<file path="src/rtl/abr_prim_pkg.sv">
// Shared types for the abr_prim handshake register slices.
package abr_prim_pkg;

    typedef enum logic {
        IDLE = 1'b0,
        REQ  = 1'b1
    } abr_subreg_hs_state_e;

endpackage : abr_prim_pkg

</file>
<file path="src/rtl/abr_prim_subreg_ext_hs_if.sv">
// Request/acknowledge channel between a register slice (master) and the external HW register owner (slave).
interface abr_prim_subreg_ext_hs_if #(
    parameter int DW = 32
);
    logic          req_o;
    logic          req_we_o;
    logic [DW-1:0] req_wd_o;
    logic          ack_i;
    logic [DW-1:0] rdata_i;

    modport master (
        output req_o, req_we_o, req_wd_o,
        input  ack_i, rdata_i
    );

    modport slave (
        input  req_o, req_we_o, req_wd_o,
        output ack_i, rdata_i
    );

endinterface : abr_prim_subreg_ext_hs_if

</file>
<file path="src/rtl/abr_prim_subreg_ext_tmo.sv">
// Saturating timeout counter: cleared by i_clr, counts while i_en, flags the TMO_CYC-th enabled cycle.
module abr_prim_subreg_ext_tmo #(
    parameter int               TMO_W   = 8,
    parameter logic [TMO_W-1:0] TMO_CYC = TMO_W'(200)
) (
    input  logic clk_i,
    input  logic rst_i,
    input  logic i_clr,
    input  logic i_en,
    output logic o_expire
);

    localparam logic [TMO_W-1:0] TMO_LAST = TMO_CYC - TMO_W'(1);
    localparam logic [TMO_W-1:0] TMO_MAX  = '1;

    logic [TMO_W-1:0] r_cnt;

    // NOTE: sequential state uses <= so every flop samples pre-edge values, independent of block order.
    always_ff @(posedge clk_i) begin
        if (rst_i) begin
            r_cnt <= '0;
        end else if (i_clr) begin
            r_cnt <= '0;
        end else if (i_en && (r_cnt != TMO_MAX)) begin
            r_cnt <= r_cnt + TMO_W'(1);
        end
    end

    assign o_expire = i_en && (r_cnt == TMO_LAST);

endmodule : abr_prim_subreg_ext_tmo

</file>
<file path="src/rtl/abr_prim_subreg_ext_hs.sv">
// External register slice: forwards SW re/we to a HW owner over a registered req/ack handshake,
// with captured read data, timeout abort and sticky error flags.
module abr_prim_subreg_ext_hs
    import abr_prim_pkg::*;
#(
    parameter int               DW        = 32,
    parameter int               TMO_W     = 8,
    parameter logic [TMO_W-1:0] TMO_CYC   = TMO_W'(200),
    parameter logic [DW-1:0]    RESVAL    = '0,
    parameter logic [DW-1:0]    ERR_RDATA = '1
) (
    input  logic                               clk_i,
    input  logic                               rst_i,
    input  logic                               re,
    input  logic                               we,
    input  logic [DW-1:0]                      wd,
    input  logic                               err_clr,
    abr_prim_subreg_ext_hs_if.master           hs,
    output logic [DW-1:0]                      qs,
    output logic                               busy_o,
    output logic                               done_o,
    output logic                               err_tmo_o,
    output logic                               err_ovf_o
);

    abr_subreg_hs_state_e r_state, w_state_nxt;
    logic                 r_req_we, w_req_we_nxt;
    logic [DW-1:0]        r_req_wd, w_req_wd_nxt;
    logic [DW-1:0]        r_qs, w_qs_nxt;
    logic                 r_done, w_done_nxt;
    logic                 r_err_tmo, r_err_ovf;
    logic                 w_tmo_set, w_ovf_set;
    logic                 w_expire;

    abr_prim_subreg_ext_tmo #(
        .TMO_W   (TMO_W),
        .TMO_CYC (TMO_CYC)
    ) u_tmo (
        .clk_i    (clk_i),
        .rst_i    (rst_i),
        .i_clr    (r_state == IDLE),
        .i_en     (r_state == REQ),
        .o_expire (w_expire)
    );

    // NOTE: every signal gets a default before the case, so no path leaves one unassigned (no latches).
    always_comb begin
        w_state_nxt  = r_state;
        w_req_we_nxt = r_req_we;
        w_req_wd_nxt = r_req_wd;
        w_qs_nxt     = r_qs;
        w_done_nxt   = 1'b0;
        w_tmo_set    = 1'b0;
        w_ovf_set    = 1'b0;

        case (r_state)
            IDLE: begin
                if (we) begin
                    w_state_nxt  = REQ;
                    w_req_we_nxt = 1'b1;
                    w_req_wd_nxt = wd;
                    w_ovf_set    = re;
                end else if (re) begin
                    w_state_nxt  = REQ;
                    w_req_we_nxt = 1'b0;
                end
            end
            REQ: begin
                w_ovf_set = re | we;
                // Ack takes priority over a timeout landing in the same cycle.
                if (hs.ack_i) begin
                    w_state_nxt = IDLE;
                    w_done_nxt  = 1'b1;
                    if (!r_req_we) w_qs_nxt = hs.rdata_i;
                end else if (w_expire) begin
                    w_state_nxt = IDLE;
                    w_done_nxt  = 1'b1;
                    w_tmo_set   = 1'b1;
                    if (!r_req_we) w_qs_nxt = ERR_RDATA;
                end
            end
            default: w_state_nxt = IDLE;
        endcase
    end

    always_ff @(posedge clk_i) begin
        if (rst_i) begin
            r_state   <= IDLE;
            r_req_we  <= 1'b0;
            r_req_wd  <= '0;
            r_qs      <= RESVAL;
            r_done    <= 1'b0;
            r_err_tmo <= 1'b0;
            r_err_ovf <= 1'b0;
        end else begin
            r_state   <= w_state_nxt;
            r_req_we  <= w_req_we_nxt;
            r_req_wd  <= w_req_wd_nxt;
            r_qs      <= w_qs_nxt;
            r_done    <= w_done_nxt;
            // A set event in the same cycle as err_clr keeps the flag high.
            r_err_tmo <= w_tmo_set | (r_err_tmo & ~err_clr);
            r_err_ovf <= w_ovf_set | (r_err_ovf & ~err_clr);
        end
    end

    assign hs.req_o    = (r_state == REQ);
    assign hs.req_we_o = r_req_we;
    assign hs.req_wd_o = r_req_wd;
    assign qs          = r_qs;
    assign busy_o      = (r_state == REQ);
    assign done_o      = r_done;
    assign err_tmo_o   = r_err_tmo;
    assign err_ovf_o   = r_err_ovf;

endmodule : abr_prim_subreg_ext_hs

</file>
<file path="src/flat_wrapper.sv">
// flat-port wrapper written by rule: the top's interface ports become plain ports
module abr_prim_subreg_ext_hs_flat import abr_prim_pkg::*;
#(
    parameter int               DW        = 32,
    parameter int               TMO_W     = 8,
    parameter logic [TMO_W-1:0] TMO_CYC   = TMO_W'(200),
    parameter logic [DW-1:0]    RESVAL    = '0,
    parameter logic [DW-1:0]    ERR_RDATA = '1
)
  (clk_i, rst_i, re, we, wd, err_clr, qs, busy_o, done_o, err_tmo_o, err_ovf_o, hs_req_o, hs_req_we_o, hs_req_wd_o, hs_ack_i, hs_rdata_i);
  abr_prim_subreg_ext_hs_if #(.DW(DW)) hs_i ();
  input  logic clk_i;
  input  logic rst_i;
  input  logic re;
  input  logic we;
  input  logic [DW-1:0] wd;
  input  logic err_clr;
  output logic [DW-1:0] qs;
  output logic busy_o;
  output logic done_o;
  output logic err_tmo_o;
  output logic err_ovf_o;
  output wire logic [$bits(hs_i.req_o)-1:0] hs_req_o;
  output wire logic [$bits(hs_i.req_we_o)-1:0] hs_req_we_o;
  output wire logic [$bits(hs_i.req_wd_o)-1:0] hs_req_wd_o;
  input wire logic [$bits(hs_i.ack_i)-1:0] hs_ack_i;
  input wire logic [$bits(hs_i.rdata_i)-1:0] hs_rdata_i;
  assign hs_req_o = hs_i.req_o;
  assign hs_req_we_o = hs_i.req_we_o;
  assign hs_req_wd_o = hs_i.req_wd_o;
  assign hs_i.ack_i = hs_ack_i;
  assign hs_i.rdata_i = hs_rdata_i;
  abr_prim_subreg_ext_hs #(.DW(DW), .TMO_W(TMO_W), .TMO_CYC(TMO_CYC), .RESVAL(RESVAL), .ERR_RDATA(ERR_RDATA)) u_core (.clk_i(clk_i), .rst_i(rst_i), .re(re), .we(we), .wd(wd), .err_clr(err_clr), .hs(hs_i), .qs(qs), .busy_o(busy_o), .done_o(done_o), .err_tmo_o(err_tmo_o), .err_ovf_o(err_ovf_o));
endmodule
</file>
<file path="config.mk">
export PLATFORM = sky130hd
export DESIGN_NAME = abr_prim_subreg_ext_hs_flat
export DESIGN_NICKNAME = d
export VERILOG_FILES = /design/src/rtl/abr_prim_pkg.sv /design/src/rtl/abr_prim_subreg_ext_hs_if.sv /design/src/rtl/abr_prim_subreg_ext_tmo.sv /design/src/rtl/abr_prim_subreg_ext_hs.sv /design/src/flat_wrapper.sv
export SDC_FILE = /design/constraint.sdc
export NUM_CORES = 1
export LEC_CHECK = 0
export CORE_MARGIN = 2
export CORE_UTILIZATION = 44
export DETAILED_ROUTE_END_ITERATION = 10
export PLACE_DENSITY = 0.8
export SYNTH_ARGS = -nofsm -noshare
export SYNTH_HDL_FRONTEND = slang
export SYNTH_HIERARCHICAL = 1
export SYNTH_SLANG_ARGS = --single-unit
export TNS_END_PERCENT = 20
</file>
<file path="constraint.sdc">
create_clock -name clk_i -period 2.6 [get_ports clk_i]
set_input_delay 0.39 -clock clk_i [delete_from_list [all_inputs] [get_ports clk_i]]
set_output_delay 0.39 -clock clk_i [all_outputs]
set_load 0.1 [all_outputs]
</file>
==> flow_summary.yaml, run 1 <==
status:
  status: "finished, final reports clean"
synth:
  yosys-top-cells-count: "77 x dfxtp_1, 68 x nand2_1, 43 x a21oi_1"
  ys_warn_count: 6
  synthTopCellsByArea: "dfxtp_1 47%, nor3_2 9.2%, a21oi_2 8.1%, nand2_1 7.8%, a21oi_1 6.6%"
  netlist_area_sq_mm: 0.00325
  async_reset_ff_share_pct: 0
  ys.flop_type: "dfxtp_1"
  synth_edf_count: 0
  syn_inst: 359
  yosysSeqAreaShare_pct: 47.4
  syn_avg_cell_area_sq_um: 9.06
  synth_area_leader_cell: "dfxtp_1"
  synth_top_cell_area_share_pct: 47.4
  ys_seq_elements: 77
  syn-num-nets: 430
  ys_types: 39
  synth_most_common_cell: "dfxtp_1"
power_and_ir_drop:
  combPwrFrac_pct: 30.1
  ir_worst_vdd_uv: 391
  p_clk_share_pct: 29.8
  seq_power_share_pct: 40.1
  p_per_area_mw_per_mm2: 693
  cellLeakagePower_nw: 1.83
  netSwitchingPower_mw: 1.17
  swShare_pct: 36.3
  p_int_mw: 2.05
timing:
  tns_ns: 0
  min_period_ns: 2.10
  setup_viol: 0
  clock_skew_ns: 0.0123
  fin_hold_ws_ns: 0.455
  timing.final.crit_share_pct: 80.7
  slew_violations: 0
  fmax_mhz: 477
  rsz0062_at_grt: "false"
  tightest_slew_ns: 0.607
  hold_viol: 0
  max_slew_margin_pct: 59.5
detailed_routing:
  drtIter0Drc: 144
  via_count: 2976
  viasPerCell: 5.04
  drtPass1Iterations: 4
  routedWlPerCell_microns: 14.0
  totalWireLength_mm: 8.28
  drc: 0
  drtAntennaViolNets: 0
final_layout:
  fin_nets: 558
  design_area_sq_mm: 0.00464
  seq_area_sq_mm: 0.00154
  n_antenna_cell: 0
  finalCoreUtilization_pct: 64.3
  multi_input_area_sq_mm: 0.00148
  fill_cells: 633
  syn2layout_area_growth_pct: 42.7
  final_layout_size_suffix_gt1_share_pct: 32.5
setup_path:
  required_ns: 2.87
  critPathMaxFanout: 14
  max_stage_delay_ns: 0.39
  critical_path.cell_chain: "ha_1 > nand4_1 > nor4_1 > or2_2 > buf_4 > a21oi_2 > nor3_2"
  crit_arrival_ns: 2.37
  path_class: "reg2reg"
  startpoint_type: "register"
  path_buf_inv: 1
  cpLargestDelayFamily: "simple AND/OR/NAND/NOR gates"
  path_depth: 7
  end_kind: "register"
  cp_slowest_cell: "dfxtp_1"
  r2r.worst_path.cells: 7
cts:
  root_buffer: "clkbuf_8"
  tritoncts: "done"
  clk_pin_slew_worst_paths_ns: 0.08
  cts_resized: 0
  clock_path_buffers: 2
  hold_buffers: 0
  h-tree-depth: 3
  clk-insertion-delay-late_ns: 0.34
  post-cts-setup-buffer-count: 0
  cts.sinks: 77
  cts_inserted_buffers: 9
grt:
  grt_pass1_wl_mm: 13.6
  grt-ovfl-total: 0
  grt_max_degree: 34
  grt_pass1_vias: 2940
  antenna_found_initial: 0
  grtUsageTotal_pct: 20.3
placement:
  placed_area_sq_mm: 0.00443
  dpl.hpwl_mm: 5.87
  numPortBuffers: 139
  gp_congestion: 0.819
floorplan:
  dieHeight_microns: 90.0
  initial_utilization_pct: 45.1
  io_pins: 140
  die_x_microns: 90.0
  core_area_sq_mm: 0.00721
  die_area_sq_mm: 0.00809
  rows: 31
hold_path:
  hold_depth: 2
  hold_class: "reg2reg"
run:
  drv_cap: 0
sequential cells by signal, indices dropped and copies added (netlist names):
register and cells:
u_core/u_tmo/r_cnt 8, u_core/busy_o 1, u_core/err_ovf_o 1, u_core/hs.req_wd_o 32, u_core/err_tmo_o 1, u_core/hs.req_we_o 1
u_core/qs 32, u_core/done_o 1
metal layers:
metal	part of all wire, %	global-route usage (%)	vias to the layer above
li1	-	-	1470
met1	43	24.6	1377
met2	47	32.5	114
met3	8.5	7.80	15
met4	1.6	8.59	0
met5	0	0	-
final timing paths:
path / from / end / slack [ns]
min reg2reg: u_core/hs.req_wd_o[14] / u_core/hs.req_wd_o[14] / 0.46
max: u_core/u_tmo/r_cnt[0] / u_core/qs[22] / 0.50
max reg2reg: u_core/u_tmo/r_cnt[0] / u_core/qs[22] / 0.50
min: u_core/hs.req_wd_o[14] / u_core/hs.req_wd_o[14] / 0.46
tightest hold or removal path, delay by kind of cell (launching register included):
kind / cells / cell delay [ns]
AOI/OAI and AO/OA: 1 / 0.05
and+or+nand+nor: 1 / 0.05
DFF: 1 / 0.31
cell families after synthesis:
| kind of cell | count (synthesis) | synth area share, % |
|---|---|---|
| and+or+nand+nor | 163 | 27.4 |
| AOI/OAI and AO/OA | 83 | 17.1 |
| DFF | 77 | 47.4 |
| buffers and inverters | 33 | 7.08 |
| muxes | 2 | 0.616 |
| adders and majority gates | 1 | 0.385 |
power groups by stage:
stage	registers [mW]	logic, mW	clock network (mW)
final	1.29	0.967	0.959
after global routing	1.30	1.01	1.04
after CTS	1.29	0.970	0.988
after detailed placement	1.32	0.969	0
after global placement	1.32	0.959	0
after floorplan	1.80	0.254	0
final cells by class:
cell class                      count  share of cell area (%)
Multi-Input combinational cell    249                    31.9
Clock inverter                      5                    1.62
Sequential cell                    77                    33.2
Inverter                            2                   0.162
Tap cell                           99                    2.67
Clock buffer                       11                    2.83
Timing Repair Buffer              148                    27.6
cell usage in the layout (no fill, tap or decap), types with 8 or more instances in the layout:
master / instances
a21oi_2: 30
dfxtp_1: 77
nand2_1: 68
nor3_2: 30
nor2_1: 33
clkbuf_8: 9
buf_4: 79
a21oi_1: 43
nor3_1: 8
clkdlybuf4s50_1: 68
stage by stage:
| step | worst slack [ns] | std cells | power (mW) |
|---|---|---|---|
| global placement | 0.626 | 575 | 2.27 |
| detailed placement | 0.499 | 575 | 2.29 |
| global route | 0.207 | 591 | 3.35 |
| finish | 0.503 | 591 | 3.22 |
| CTS | 0.501 | 591 | 3.25 |
| floorplan | 0.238 | 359 | 2.05 |
Power figures use the tool's default switching activity.
==> run 2, diff against run 1 <==
CORE_UTILIZATION = 38   (was 44)
PLACE_DENSITY = 0.73   (was 0.8)
clock period = 1.9 ns   (was 2.6 ns; I/O delays follow)
==> run 2 against run 1 <==
Power up 39%. Fmax up 21%. Global-route usage down 3.2 points. Setup slack worse by 0.33 ns. Clock skew down 0.0039 ns. Sequential power up 36%. Clock power up 39%. Via count down 0.71%. Final area up 4.4%. Count of clock-buffer cells in the layout down 1.
==> flow_summary.yaml, run 2 (synthesis gave the netlist of run 1 again) <==
final_layout:
  multi_input_area_sq_mm: 0.00150
  seq_area_sq_mm: 0.00155
  fin_nets: 567
  final_layout_size_suffix_gt1_share_pct: 34.3
  finalCoreUtilization_pct: 58.7
  final_common_cell: "buf_4"
  final_cells: 606
  mostFrequentLayoutCells: "80 x buf_4, 76 x dfxtp_1, 68 x clkdlybuf4s50_1, 68 x nand2_1, 43 x a21oi_1"
  n_antenna_cell: 0
  fill_cells: 747
  syn2layout_area_growth_pct: 49.0
setup_path:
  startpoint_type: "register"
  rrSetupSlack_ns: 0.17
  r2r_start: "u_core/u_tmo/r_cnt[0]"
  end_kind: "register"
  critical_path.cell_chain: "ha_1 > nand4_1 > nor4_4 > or2_4 > buf_12 > a21oi_1 > nor3_1"
  max_stage_delay_ns: 0.39
  timing.rr.end: "u_core/qs[31]"
  required_ns: 2.16
  critPathMaxFanout: 14
  cp_slowest_cell: "dfxtp_1"
  crit_arrival_ns: 1.99
  r2r.worst_path.cells: 7
  path_class: "reg2reg"
cts:
  h-tree-depth: 3
  cts_inserted_buffers: 9
  hold_buffers: 0
  clk-insertion-delay-late_ns: 0.34
  clk_pin_slew_worst_paths_ns: 0.08
  root_buffer: "clkbuf_8"
  cts.sinks: 77
  clock_path_buffers: 2
  tritoncts: "done"
timing:
  tns_ns: 0
  slew_violations: 0
  clock_skew_ns: 0.00834
  min_period_ns: 1.73
  fmax_mhz: 578
  fin_hold_ws_ns: 0.311
  max_slew_margin_pct: 75.1
  timing.final.crit_share_pct: 91.1
  tightest_slew_ns: 0.373
  hold_viol: 0
  setup_viol: 0
detailed_routing:
  totalWireLength_mm: 8.04
  drtIter0Drc: 141
  via_count: 2955
  routedWlPerCell_microns: 13.3
  drtPass1Iterations: 6
  viasPerCell: 4.88
  drc: 0
  drtAntennaViolNets: 0
hold_path:
  hold_depth: 3
  hold_class: "in2reg"
  hold_end: "u_core/u_tmo/r_cnt[0]"
  hp-start: "rst_i"
grt:
  antenna_found_initial: 0
  met2_usage_pct: 28.8
  grt_use_met3_pct: 4.89
  grt_max_degree: 34
  grt_pass1_vias: 2832
  grtUsageTotal_pct: 17.2
  use_met1_pct: 21.0
  grt_pass1_wl_mm: 12.7
  grt_busiest_layer: "met2"
  grt-ovfl-total: 0
power_and_ir_drop:
  netSwitchingPower_mw: 1.62
  cellLeakagePower_nw: 1.91
  ir_worst_vdd_uv: 394
  p_int_mw: 2.85
  p_per_area_mw_per_mm2: 921
  combPwrFrac_pct: 30.5
  p_clk_share_pct: 29.9
  power_mw: 4.46
  seq_power_share_pct: 39.5
  swShare_pct: 36.2
placement:
  gp_congestion: 0.811
  numPortBuffers: 139
  dpl.hpwl_mm: 5.77
  dp.cells: 586
run:
  drv_cap: 0
floorplan:
  initial_utilization_pct: 39.4
  die_area_sq_mm: 0.00931
  dieHeight_microns: 96.5
  io_pins: 140
  die_x_microns: 96.5
  core_area_sq_mm: 0.00826
  rows: 33
status:
  status: "finished, final reports clean"
run 2: changes by cell type in the layout (fill, tap and decap cells not counted), sizes merged:
| cell | change |
|---|---|
| clkbuf | -1 |
| clkinvlp | +2 |
| clkinv | -2 |
| inv | +1 |
| buf | +9 |
run 2: how the worst max path moves through the flow:
stage / from / endpoint / slack [ns] / cells past startpoint
final: u_core/u_tmo/r_cnt[0] / u_core/qs[31] / 0.17 / 7
after global routing: u_core/u_tmo/r_cnt[0] / u_core/qs[31] / -0.01 / 7
after CTS: u_core/u_tmo/r_cnt[0] / u_core/qs[31] / 0.04 / 7
after detailed placement: u_core/u_tmo/r_cnt[0] / u_core/qs[31] / 0.08 / 7
after global placement: u_core/u_tmo/r_cnt[0] / u_core/qs[31] / 0.15 / 7
after floorplan: u_core/busy_o / u_core/qs[10] / 0.09 / 7
run 2: cell type report:
type	instances	area share [%]
Clock inverter	6	1.78
Timing Repair Buffer	157	29.9
Sequential cell	77	31.9
Tap cell	105	2.71
Multi-Input combinational cell	249	31.0
Clock buffer	10	2.63
Inverter	2	0.155
run 2: layer usage:
metal	part of all wire (%)	vias up
li1	-	1490
met1	44	1354
met2	46	103
met3	8.8	8
met4	0.96	0
met5	0	-
run 2: through the flow:
step | cell area [sq um] | setup slack [ns]
5_1_grt | 4840 | -0.0106
3_5_place_dp | 4580 | 0.0790
3_3_place_gp | 4580 | 0.146
4_1_cts | 4800 | 0.0398
2_1_floorplan | 3260 | 0.0860
6_report | 4840 | 0.169
run 2: repair_timing:
action,in CTS,in global routing
setup endpoints to repair,0,30
gates resized for setup,0,3
buffers inserted,0,4
run 2: power groups by stage:
stage                     Sequential (mW)  Clock [mW]  Combinational (mW)
final                                1.76        1.33                1.36
after global routing                 1.78        1.46                1.43
after CTS                            1.77        1.38                1.36
after detailed placement             1.80           0                1.36
after global placement               1.80           0                1.35
after floorplan                      2.46           0               0.347
run 2: worst max-delay path, delay by kind of cell (launching register included):
| kind | cells | cell delay, ns |
|---|---|---|
| buf+inv | 1 | 0.16 |
| flops | 1 | 0.39 |
| compound gates | 1 | 0.07 |
| fa+ha+maj | 1 | 0.19 |
| simple gates | 4 | 0.83 |
